`src/rtl/izh_pkg.sv`:
```
// Shared definitions for the Izhikevich neuron scheduler: fixed-point word
// format (bit16 sign, Q8.8 magnitude), reset state constants and FSM encoding.
package izh_pkg;

  localparam int DP_W = 17;

  localparam logic [DP_W-1:0] DP_RESET_V     = 17'h14100;  // -65.0
  localparam logic [DP_W-1:0] DP_RESET_U     = 17'h10D00;  // -13.0
  localparam logic [DP_W-1:0] DP_FIRE_THRESH = 17'h01E00;  // +30.0, applied inside the datapath

  typedef enum logic [2:0] {
    ST_IDLE,
    ST_FETCH,
    ST_ISSUE,
    ST_CAPTURE,
    ST_DONE
  } sched_state_e;

endpackage

```
`src/rtl/izh_state_ram.sv`:
```
// Per-neuron v/u register file: one async read port, one write port shared
// between datapath writeback and external configuration.
module izh_state_ram
  import izh_pkg::*;
#(
  parameter int             N_NEURONS = 16,
  parameter int             AW        = 4,
  parameter int             W         = DP_W,
  parameter logic [W-1:0]   RESET_V   = DP_RESET_V,
  parameter logic [W-1:0]   RESET_U   = DP_RESET_U
) (
  input  logic          clk,
  input  logic          rst_n,
  input  logic [AW-1:0] i_rd_idx,
  output logic [W-1:0]  o_rd_v,
  output logic [W-1:0]  o_rd_u,
  input  logic          i_wb_we,
  input  logic [AW-1:0] i_wb_idx,
  input  logic [W-1:0]  i_wb_v,
  input  logic [W-1:0]  i_wb_u,
  input  logic          i_cfg_we,
  input  logic [AW-1:0] i_cfg_idx,
  input  logic [W-1:0]  i_cfg_v,
  input  logic [W-1:0]  i_cfg_u
);

  logic [W-1:0]  r_v [N_NEURONS];
  logic [W-1:0]  r_u [N_NEURONS];

  logic          w_we;
  logic [AW-1:0] w_idx;
  logic [W-1:0]  w_v;
  logic [W-1:0]  w_u;

  // NOTE: every output of a combinational block gets a default before any
  // branch; a path that leaves one unassigned infers a latch.
  always_comb begin
    w_we  = 1'b0;
    w_idx = '0;
    w_v   = '0;
    w_u   = '0;
    if (i_wb_we) begin
      w_we  = 1'b1;
      w_idx = i_wb_idx;
      w_v   = i_wb_v;
      w_u   = i_wb_u;
    end else if (i_cfg_we) begin
      w_we  = 1'b1;
      w_idx = i_cfg_idx;
      w_v   = i_cfg_v;
      w_u   = i_cfg_u;
    end
  end

  // NOTE: this state array is built from flops rather than a RAM macro, so it
  // can and must take the async reset; a true SRAM would need an init sweep.
  // NOTE: sequential state uses non-blocking assignments so every flop samples
  // pre-edge values regardless of statement order.
  always_ff @(posedge clk or negedge rst_n) begin
    if (!rst_n) begin
      for (int k = 0; k < N_NEURONS; k++) begin
        r_v[k] <= RESET_V;
        r_u[k] <= RESET_U;
      end
    end else if (w_we) begin
      for (int k = 0; k < N_NEURONS; k++) begin
        if (w_idx == AW'(k)) begin
          r_v[k] <= w_v;
          r_u[k] <= w_u;
        end
      end
    end
  end

  assign o_rd_v = r_v[i_rd_idx];
  assign o_rd_u = r_u[i_rd_idx];

endmodule

```
`src/rtl/izh_neuron_scheduler.sv`:
```
// Time-multiplexes one external Izhikevich datapath over N_NEURONS neurons,
// one timestep per start pulse, three cycles (FETCH/ISSUE/CAPTURE) per neuron.
module izh_neuron_scheduler
  import izh_pkg::*;
#(
  parameter int           N_NEURONS = 16,
  parameter int           AW        = 4,
  parameter int           W         = DP_W,
  parameter logic [W-1:0] RESET_V   = DP_RESET_V,
  parameter logic [W-1:0] RESET_U   = DP_RESET_U
) (
  input  logic          clk,
  input  logic          rst_n,
  input  logic          start,
  output logic          busy,
  output logic          done,
  output logic [AW-1:0] cur_addr,
  input  logic [W-1:0]  cur_data,
  output logic [W-1:0]  dp_v,
  output logic [W-1:0]  dp_u,
  output logic [W-1:0]  dp_i,
  input  logic [W-1:0]  dp_v_prime,
  input  logic [W-1:0]  dp_u_prime,
  input  logic          dp_fired,
  output logic          spike_valid,
  output logic [AW-1:0] spike_id,
  output logic [AW:0]   spike_count,
  input  logic          cfg_we,
  input  logic [AW-1:0] cfg_addr,
  input  logic [W-1:0]  cfg_v,
  input  logic [W-1:0]  cfg_u
);

  localparam logic [AW-1:0] LAST_IDX = AW'(N_NEURONS - 1);

  sched_state_e  r_state;
  sched_state_e  w_state_nxt;

  logic [AW-1:0] r_idx;
  logic [W-1:0]  r_dp_v;
  logic [W-1:0]  r_dp_u;
  logic [W-1:0]  r_dp_i;
  logic          r_spike_valid;
  logic [AW-1:0] r_spike_id;
  logic [AW:0]   r_spike_count;

  logic          w_busy;
  logic          w_done;
  logic          w_accept;
  logic          w_issue;
  logic          w_capture;
  logic          w_last;
  logic          w_cfg_we;
  logic [W-1:0]  w_rd_v;
  logic [W-1:0]  w_rd_u;

  assign w_last   = (r_idx == LAST_IDX);
  assign w_cfg_we = cfg_we & ~w_busy;

  always_ff @(posedge clk or negedge rst_n) begin
    if (!rst_n) r_state <= ST_IDLE;
    else        r_state <= w_state_nxt;
  end

  always_comb begin
    w_state_nxt = r_state;
    w_busy      = 1'b1;
    w_done      = 1'b0;
    w_accept    = 1'b0;
    w_issue     = 1'b0;
    w_capture   = 1'b0;
    case (r_state)
      ST_IDLE: begin
        w_busy = 1'b0;
        if (start) begin
          w_accept    = 1'b1;
          w_state_nxt = ST_FETCH;
        end
      end
      ST_FETCH:   w_state_nxt = ST_ISSUE;
      ST_ISSUE: begin
        w_issue     = 1'b1;
        w_state_nxt = ST_CAPTURE;
      end
      ST_CAPTURE: begin
        w_capture   = 1'b1;
        w_state_nxt = w_last ? ST_DONE : ST_FETCH;
      end
      ST_DONE: begin
        w_done      = 1'b1;
        w_state_nxt = ST_IDLE;
      end
      default: begin
        w_busy      = 1'b0;
        w_state_nxt = ST_IDLE;
      end
    endcase
  end

  // The last neuron leaves idx at N_NEURONS-1; the next accepted start rewinds it.
  always_ff @(posedge clk or negedge rst_n) begin
    if (!rst_n) begin
      r_idx <= '0;
    end else if (w_accept) begin
      r_idx <= '0;
    end else if (w_capture && !w_last) begin
      r_idx <= r_idx + AW'(1);
    end
  end

  // Operand holding registers: the datapath is free-running, so its inputs
  // stay frozen outside ISSUE instead of following the read port.
  always_ff @(posedge clk or negedge rst_n) begin
    if (!rst_n) begin
      r_dp_v <= '0;
      r_dp_u <= '0;
      r_dp_i <= '0;
    end else if (w_issue) begin
      r_dp_v <= w_rd_v;
      r_dp_u <= w_rd_u;
      r_dp_i <= cur_data;
    end
  end

  always_ff @(posedge clk or negedge rst_n) begin
    if (!rst_n) begin
      r_spike_valid <= 1'b0;
      r_spike_id    <= '0;
      r_spike_count <= '0;
    end else begin
      r_spike_valid <= w_capture & dp_fired;
      if (w_capture && dp_fired) begin
        r_spike_id    <= r_idx;
        r_spike_count <= r_spike_count + (AW+1)'(1);
      end else if (w_accept) begin
        r_spike_count <= '0;
      end
    end
  end

  izh_state_ram #(
    .N_NEURONS (N_NEURONS),
    .AW        (AW),
    .W         (W),
    .RESET_V   (RESET_V),
    .RESET_U   (RESET_U)
  ) u_state_ram (
    .clk       (clk),
    .rst_n     (rst_n),
    .i_rd_idx  (r_idx),
    .o_rd_v    (w_rd_v),
    .o_rd_u    (w_rd_u),
    .i_wb_we   (w_capture),
    .i_wb_idx  (r_idx),
    .i_wb_v    (dp_v_prime),
    .i_wb_u    (dp_u_prime),
    .i_cfg_we  (w_cfg_we),
    .i_cfg_idx (cfg_addr),
    .i_cfg_v   (cfg_v),
    .i_cfg_u   (cfg_u)
  );

  assign busy        = w_busy;
  assign done        = w_done;
  assign cur_addr    = r_idx;
  assign dp_v        = w_issue ? w_rd_v   : r_dp_v;
  assign dp_u        = w_issue ? w_rd_u   : r_dp_u;
  assign dp_i        = w_issue ? cur_data : r_dp_i;
  assign spike_valid = r_spike_valid;
  assign spike_id    = r_spike_id;
  assign spike_count = r_spike_count;

endmodule
```
`config.mk`:
```
export PLATFORM = sky130hd
export DESIGN_NAME = izh_neuron_scheduler
export DESIGN_NICKNAME = d
export VERILOG_FILES = /design/src/rtl/izh_pkg.sv /design/src/rtl/izh_state_ram.sv /design/src/rtl/izh_neuron_scheduler.sv
export SDC_FILE = /design/constraint.sdc
export NUM_CORES = 1
export LEC_CHECK = 0
export CAP_MARGIN = 20
export CORE_ASPECT_RATIO = 1.5
export CORE_UTILIZATION = 65
export DETAILED_ROUTE_END_ITERATION = 12
export PLACE_DENSITY = 0.86
export SLEW_MARGIN = 10
export SYNTH_ARGS = -nofsm -noshare
export SYNTH_HDL_FRONTEND = slang
export SYNTH_SLANG_ARGS = --single-unit
```
`constraint.sdc`:
```
create_clock -name clk -period 6 [get_ports clk]
set_input_delay 0.9 -clock clk [delete_from_list [all_inputs] [get_ports clk]]
set_output_delay 0.9 -clock clk [all_outputs]
set_load 0.005 [all_outputs]
```
==> metrics.md, run 1 <==
| Metric | Value |
|---|---|
| Run status | `complete, no violations` |
| Crit path cell chain | `nor2_1 > nand2_4 > nor2_4 > buf_4 > a221o_1 > clkdlybuf4s50_1` |
| WP depth | `6` |
| CTS resizes | `0` |
| Clock root buffer | `clkbuf_16` |
| CP max FO | `36` |
| Largest family of logic cells by synthesized area | `multiplexers` |
| CORE AREA | `42100 um^2` |
| Number of global-route vias before repair | `17.8k` |
| Hold Worst Slack | `0.378 ns` |
| Initial Util | `66.2%` |
| CTS max path bufs | `3` |
| TritonCTS Buffers | `55` |
| R2r worst-path depth | `7` |
| ANT nets after route | `0` |
| First-pass GRT wire length | `102000 um` |
| Crit. End Element | `primary output` |
| Hold Crit Class | `input port to asynchronous set/reset pin` |
| Commonest cells in the netlist | `500 x dfrtp_1, 484 x mux2_2, 136 x mux4_2, 112 x dfstp_2, 85 x mux2_1` |
| Initial antenna violation count | `0` |
| Comb pwr share | `34.4%` |
| Gr usage total | `30.9%` |
| Synth area leaders | `dfrtp_1 45%, mux2_2 20%, mux4_2 11%, dfstp_2 11%, mux2_1 3.4%` |
| Rows | `92` |
| Count leader, synth | `dfrtp_1` |
| Sw Pwr | `4.81 mW` |
| Nets | `1936` |
| TNS Setup | `0 ns` |
| Pin count of the biggest net entering global routing | `143` |
| CTS tree | `built` |
| CTS Hold Bufs | `0` |
| Chip height | `256 um` |
| WS Path Type | `flop to primary output` |
| Post-Synth Adder-Cell Area | `0.0897%` |
| Count of final max-slew check failures | `0` |
| Area share of the largest cell type after synthesis | `44.8%` |
| Required time of the critical path | `5.10 ns` |
| Pleak | `14.3 nW` |
| Fin crit period | `4.77 ns` |
| Share of the core filled with cells | `75.6%` |
| Area grow syn2layout | `14.1%` |
| Worst path max stage delay | `0.79 ns` |
| Mapped cell area | `27900 um^2` |
| Reg clk slew, reported paths | `0.06 ns` |
| P_int | `10.7 mW` |
| Total power | `15.5 mW` |
| Sequential Power Share | `42.2%` |
| Clock power share | `23.4%` |
| Ant diodes | `0` |
| Slowest CP cell | `nor2_4` |
| H-tree Lvls | `2` |
| Seq/Total Area, Yosys | `55.4%` |
| Clk Latency, worst-skew pair | `0.60 ns` |
| Worst setup SP type | `flop` |
| Worst Tran Pin Value | `1.16 ns` |
| Io pins | `161` |
| Final setup fails | `0` |
| Mean Syn Cell Area | `16.0 um^2` |
| Setup bufs post-CTS | `0` |
| Wirelength per Cell | `26.2 um` |
| Compound-cell area share of the yosys netlist | `2.98%` |
| Ys async rst share | `100%` |
| Crit path buf inv count | `2` |
| Die ar. | `43800 um^2` |
| Drt pass-1 iters | `5` |
| Port Buf Inserts | `160` |
| Syn Nets | `1841` |
| Main flop type after synthesis | `dfrtp_1` |
| GRT overflow | `0` |
| Seq cells post-synth | `612` |
| CTS Sinks | `612` |
| Max VDD drop | `0.330 mV` |
| Yosys warns | `0` |
| WL final | `64100 um` |
| EDFF count, synth | `0` |
| Final Skew | `0.0175 ns` |
| PD cells | `487 nW/um^2` |
| Critical Path AT | `3.87 ns` |
| DIE WIDTH | `171 um` |
| DRC Markers | `0` |
| Mux share of post-synthesis cell area | `36.8%` |
| Share of layout cells above drive strength 1 | `49.1%` |
| Yosys cell types | `52` |
| Routability congestion estimate | `0.738` |
| Iteration-0 DRC count of the detailed router | `1086` |
| DR vias/cell | `6.54` |
| Simple-gate area share of the yosys netlist | `1.96%` |
| Post-Synth XOR/XNOR Area | `0.188%` |
| Max Clk Rate | `210 MHz` |
| Vias | `16.0k` |
| Total of max-cap violations | `0` |
| CP top delay family | `simple AND/OR/NAND/NOR gates` |
| Post-DP HPWL | `37200 um` |
| Dominant cell type by area after synthesis | `dfrtp_1` |
| Hold Vio Cnt, Final | `0` |
| RSZ-0062 raised after global routing | `no` |
| Synthesized instance count | `1745` |
| Crit share post-route | `79.5%` |
| Switching share of power | `31.0%` |
| Slew headroom | `22.8%` |
[placed cells by master, fill, tap and decap left out, types with 34 or more instances in the layout]
cell type,synthesis,routed
clkdlybuf4s50_1,0,159
mux2i_1,34,34
a221o_1,34,34
mux2_2,484,484
nor3_1,36,36
a22o_1,34,34
dfrtp_1,500,496
dfstp_2,112,112
mux2_1,85,85
mux4_2,136,136
clkbuf_16,0,57
[worst register-to-register path: stages, from the launching register on]
cell and delay (ns):
dfrtp_4 0.92, buf_12 0.41, and3b_1 0.24, o21a_1 0.17, o22ai_2 0.18, or4_2 1.10
buf_4 0.44, mux2_1 0.34
[cell families after synthesis]
family | after synthesis
muxes | 770
DFF | 612
buffers and inverters | 161
and+or+nand+nor | 99
AOI/OAI and AO/OA | 95
xor gates and xnor gates | 6
adders and majority gates | 2
[path summary, 6_finish.rpt]
| kind | startpoint | endpoint | slack, ns |
|---|---|---|---|
| worst max-delay path | r_state[2] | dp_v[7] | 1.23 |
| worst min-delay path | rst_n | u_state_ram.r_v[21] | 0.38 |
| min in group clk | u_state_ram.r_v[56] | u_state_ram.r_v[56] | 0.49 |
| worst min register to register | u_state_ram.r_v[56] | u_state_ram.r_v[56] | 0.49 |
| max in group asynchronous | rst_n | u_state_ram.r_u[218] | 4.26 |
| worst max register to register | cur_addr[0] | u_state_ram.r_v[103] | 2.09 |
[layer usage]
metal | vias to the layer above | GRT usage, % | wire length, um
met5 | - | 0 | 0
met4 | 0 | 11.0 | 2370
met3 | 126 | 3.93 | 3120
met2 | 495 | 52.6 | 33400
met1 | 8686 | 40.8 | 25200
li1 | 6716 | - | -
[state kept, by name, indices dropped and copies added, names as in the netlist]
| register | cells |
|---|---|
| r_dp_i | 17 |
| spike_valid | 1 |
| cur_addr | 4 |
| u_state_ram.r_v | 272 |
| r_dp_u | 17 |
| u_state_ram.r_u | 272 |
| r_dp_v | 17 |
| spike_id | 4 |
| r_state | 3 |
| spike_count | 5 |
[per-stage QoR]
stage | worst slack (ns) | instances | instance area, um^2
global route | 1.13 | 2450 | 31900
detailed placement | 1.85 | 2346 | 29900
CTS | 1.22 | 2449 | 31800
finish | 1.23 | 2450 | 31900
global placement | 1.92 | 2346 | 29900
floorplan | 2.89 | 1745 | 27900
[layout make-up]
type | instances | area (um^2)
sequential | 612 | 15500
multi-input combinational | 972 | 11800
fill | 2504 | 10300
timing repair buffer | 197 | 1960
clock buffer | 80 | 1650
tap | 564 | 706
clock inverter | 23 | 239
inverter | 2 | 7.51
[power groups by stage]
stage                     logic [mW]  clock network (mW)  registers [mW]
after floorplan                 3.98                   0            6.12
after detailed placement        5.32                   0            6.59
after global routing            5.70                3.83            6.71
after global placement          5.14                   0            6.46
final                           5.33                3.63            6.55
after CTS                       5.37                3.67            6.54
(Power assumes the default switching activity.)
==> inputs of run 2 (changes only) <==
--- a/config.mk
+++ b/config.mk
@@ -7,9 +7,9 @@
 export LEC_CHECK = 0
 export CAP_MARGIN = 20
 export CORE_ASPECT_RATIO = 1.5
-export CORE_UTILIZATION = 65
+export CORE_UTILIZATION = 60
 export DETAILED_ROUTE_END_ITERATION = 12
-export PLACE_DENSITY = 0.86
+export PLACE_DENSITY = 0.8
 export SLEW_MARGIN = 10
 export SYNTH_ARGS = -nofsm -noshare
 export SYNTH_HDL_FRONTEND = slang
==> constraint.sdc (replaced) <==
create_clock -name clk -period 4.9 [get_ports clk]
set_input_delay 0.735 -clock clk [delete_from_list [all_inputs] [get_ports clk]]
set_output_delay 0.735 -clock clk [all_outputs]
set_load 0.005 [all_outputs]
==> run 2 against run 1 <==
Net effect: routed wire length rose by 0.42%; non-clock buffer count grew 7; count of clock-buffer cells in the layout is 4 higher; worst hold slack lost 0.24 ns; die area is 8.2% higher; first-iteration DRC count down 16%; clock power up 20%.
==> metrics.md, run 2 (synthesis gave the netlist of run 1 again) <==
| Metric | Value |
|---|---|
| CTS max path bufs | `3 (unchanged)` |
| GRT overflow | `0 (unchanged)` |
| WS Path Type | `flop to primary output` |
| Clk Latency, worst-skew pair | `0.61 ns (about the same)` |
| DIE WIDTH | `178 um (+4.0%)` |
| Comb pwr share | `35.0% (+0.6 points)` |
| Switching share of power | `31.0% (+0.034 points)` |
| Vias | `15.9k (-0.76%)` |
| Crit. Startpoint | `cur_addr[2]` |
| Initial Util | `61.0% (-5.3 points)` |
| Io pins | `161 (unchanged)` |
| Max Clk Rate | `236 MHz` |
| H-tree Lvls | `2 (unchanged)` |
| TNS Setup | `0 ns (unchanged)` |
| First-pass GRT wire length | `103000 um (+0.60%)` |
| CTS tree | `built` |
| TritonCTS Buffers | `56 (+1.8%)` |
| Pin count of the biggest net entering global routing | `107 (-25%)` |
| Hold Vio Cnt, Final | `0 (unchanged)` |
| Post-DP HPWL | `38200 um (+2.7%)` |
| Rows | `96 (+4.3%)` |
| Clock root buffer | `clkbuf_16` |
| CTS Hold Bufs | `0 (unchanged)` |
| Port Buf Inserts | `160 (unchanged)` |
| P_int | `13.0 mW (+22%)` |
| Setup bufs post-CTS | `0 (unchanged)` |
| WL final | `64400 um (+0.42%)` |
| Crit. End Element | `primary output` |
| Final setup fails | `0 (unchanged)` |
| PD cells | `591 nW/um^2 (+21%)` |
| Nets | `1944 (+0.41%)` |
| ANT nets after route | `0 (unchanged)` |
| Count of final max-slew check failures | `0 (unchanged)` |
| Commonest non-fill, non-tap cell in the layout | `dfrtp_1` |
| Die ar. | `47400 um^2 (+8.2%)` |
| Clock power share | `23.0% (-0.4 points)` |
| Reg2reg start | `r_state[2]` |
| Max VDD drop | `0.359 mV (+8.7%)` |
| DRC Markers | `0 (unchanged)` |
| Fin crit period | `4.24 ns` |
| Dpl cell area | `30200 um^2 (+0.72%)` |
| Crit share post-route | `86.6%` |
| RSZ-0062 raised after global routing | `no` |
| Sequential Power Share | `42.0% (-0.2 points)` |
| Area grow syn2layout | `14.6%` |
| Routability congestion estimate | `0.795 (+7.7%)` |
| Sw Pwr | `5.86 mW (+22%)` |
| DR vias/cell | `6.42 (-1.9%)` |
| CORE AREA | `45800 um^2 (+8.6%)` |
| Gr usage total | `28.6% (-2.3 points)` |
| Share of layout cells above drive strength 1 | `48.8% (-0.32 points)` |
| R2r worst-path depth | `6 (-1)` |
| Required time of the critical path | `4.16 ns (-0.94 ns)` |
| Iteration-0 DRC count of the detailed router | `917 (-16%)` |
| Worst Tran Pin Value | `0.969 ns (-0.187 ns)` |
| Wirelength per Cell | `26.0 um (-0.71%)` |
| CTS Sinks | `612 (unchanged)` |
| Most frequent cells in the layout | `496 x dfrtp_1, 484 x mux2_2, 159 x clkdlybuf4s50_1` |
| Critical Path AT | `3.51 ns (-0.36 ns)` |
| Reg clk slew, reported paths | `0.06 ns (about the same)` |
| Final Skew | `0.0240 ns (+0.00654 ns)` |
| Ant diodes | `0 (unchanged)` |
| Initial antenna violation count | `0 (unchanged)` |
| Biggest registers after layout | `u_state_ram.r_u x272, u_state_ram.r_v x272` |
| Number of global-route vias before repair | `17.8k (+0.034%)` |
| Worst setup SP type | `flop` |
| Fin area | `32000 um^2 (+0.41%)` |
| Total of max-cap violations | `0 (unchanged)` |
| Drt pass-1 iters | `5 (unchanged)` |
| Hold Crit Class | `input port to asynchronous set/reset pin` |
| CTS resizes | `0 (unchanged)` |
| Slew headroom | `34.5% (+12 points)` |
| Run status | `complete, no violations` |
| Chip height | `266 um (+4.1%)` |
| CP max FO | `47 (+31%)` |
| Pleak | `14.3 nW (+0.23%)` |
[run 2: cell types whose count changed in the layout (fill, tap and decap cells not counted), sizes merged]
cell      delta
clkinvlp     -2
clkinv       -4
buf          +7
clkbuf       +4
bufinv       -1
[run 2: path summary, 6_finish.rpt]
kind                       slack [ns]                   end
max                              0.66              dp_v[13]
min                              0.14  u_state_ram.r_v[209]
max reg2reg                      1.35  u_state_ram.r_u[244]
min reg2reg                      0.49  u_state_ram.r_v[176]
max in group asynchronous        3.39  u_state_ram.r_v[178]
min in group clk                 0.49  u_state_ram.r_v[176]
[run 2: power groups by stage]
| stage | registers, mW | clock network (mW) | logic, mW |
|---|---|---|---|
| after floorplan | 7.49 | 0 | 4.87 |
| after global placement | 7.86 | 0 | 6.45 |
| after detailed placement | 8.00 | 0 | 6.64 |
| after CTS | 7.93 | 4.43 | 6.69 |
| after global routing | 8.15 | 4.63 | 7.08 |
| final | 7.95 | 4.34 | 6.61 |
[run 2: metal layers]
layer | share of wire (%) | track usage (%)
met1 | 40 | 36.4
met2 | 52 | 50.0
met3 | 4.0 | 3.48
met4 | 3.7 | 10.7
met5 | 0 | 0
[run 2: area by class of cell]
cell class                 count  area, um^2
timing repair buffer         204        2120
inverter                       2        7.51
clock inverter                16         200
sequential                   612       15500
tap                          588         736
clock buffer                  84        1630
fill                        3050       13800
multi-input combinational    972       11800
[run 2: worst max-delay path, cell delays in order (launching register included)]
cell             delay [ns]
dfrtp_4                1.03
buf_4                  0.47
mux2i_1                0.13
nor3_1                 0.48
a221o_1                0.22
clkdlybuf4s50_1        0.51
[run 2: metrics by stage]
| stage | power [mW] | hold slack, ns | util (%) | cells | worst slack (ns) |
|---|---|---|---|---|---|
| global placement | 14.3 | 0.463 | 65.9 | 2378 | 1.15 |
| global route | 19.9 | 0.214 | 69.9 | 2478 | 0.509 |
| detailed placement | 14.6 | 0.473 | 65.9 | 2378 | 1.11 |
| floorplan | 12.4 | 0.439 | - | 1745 | 1.95 |
| CTS | 19.1 | 0.194 | 69.9 | 2478 | 0.619 |
| finish | 18.9 | 0.135 | 69.9 | 2478 | 0.658 |
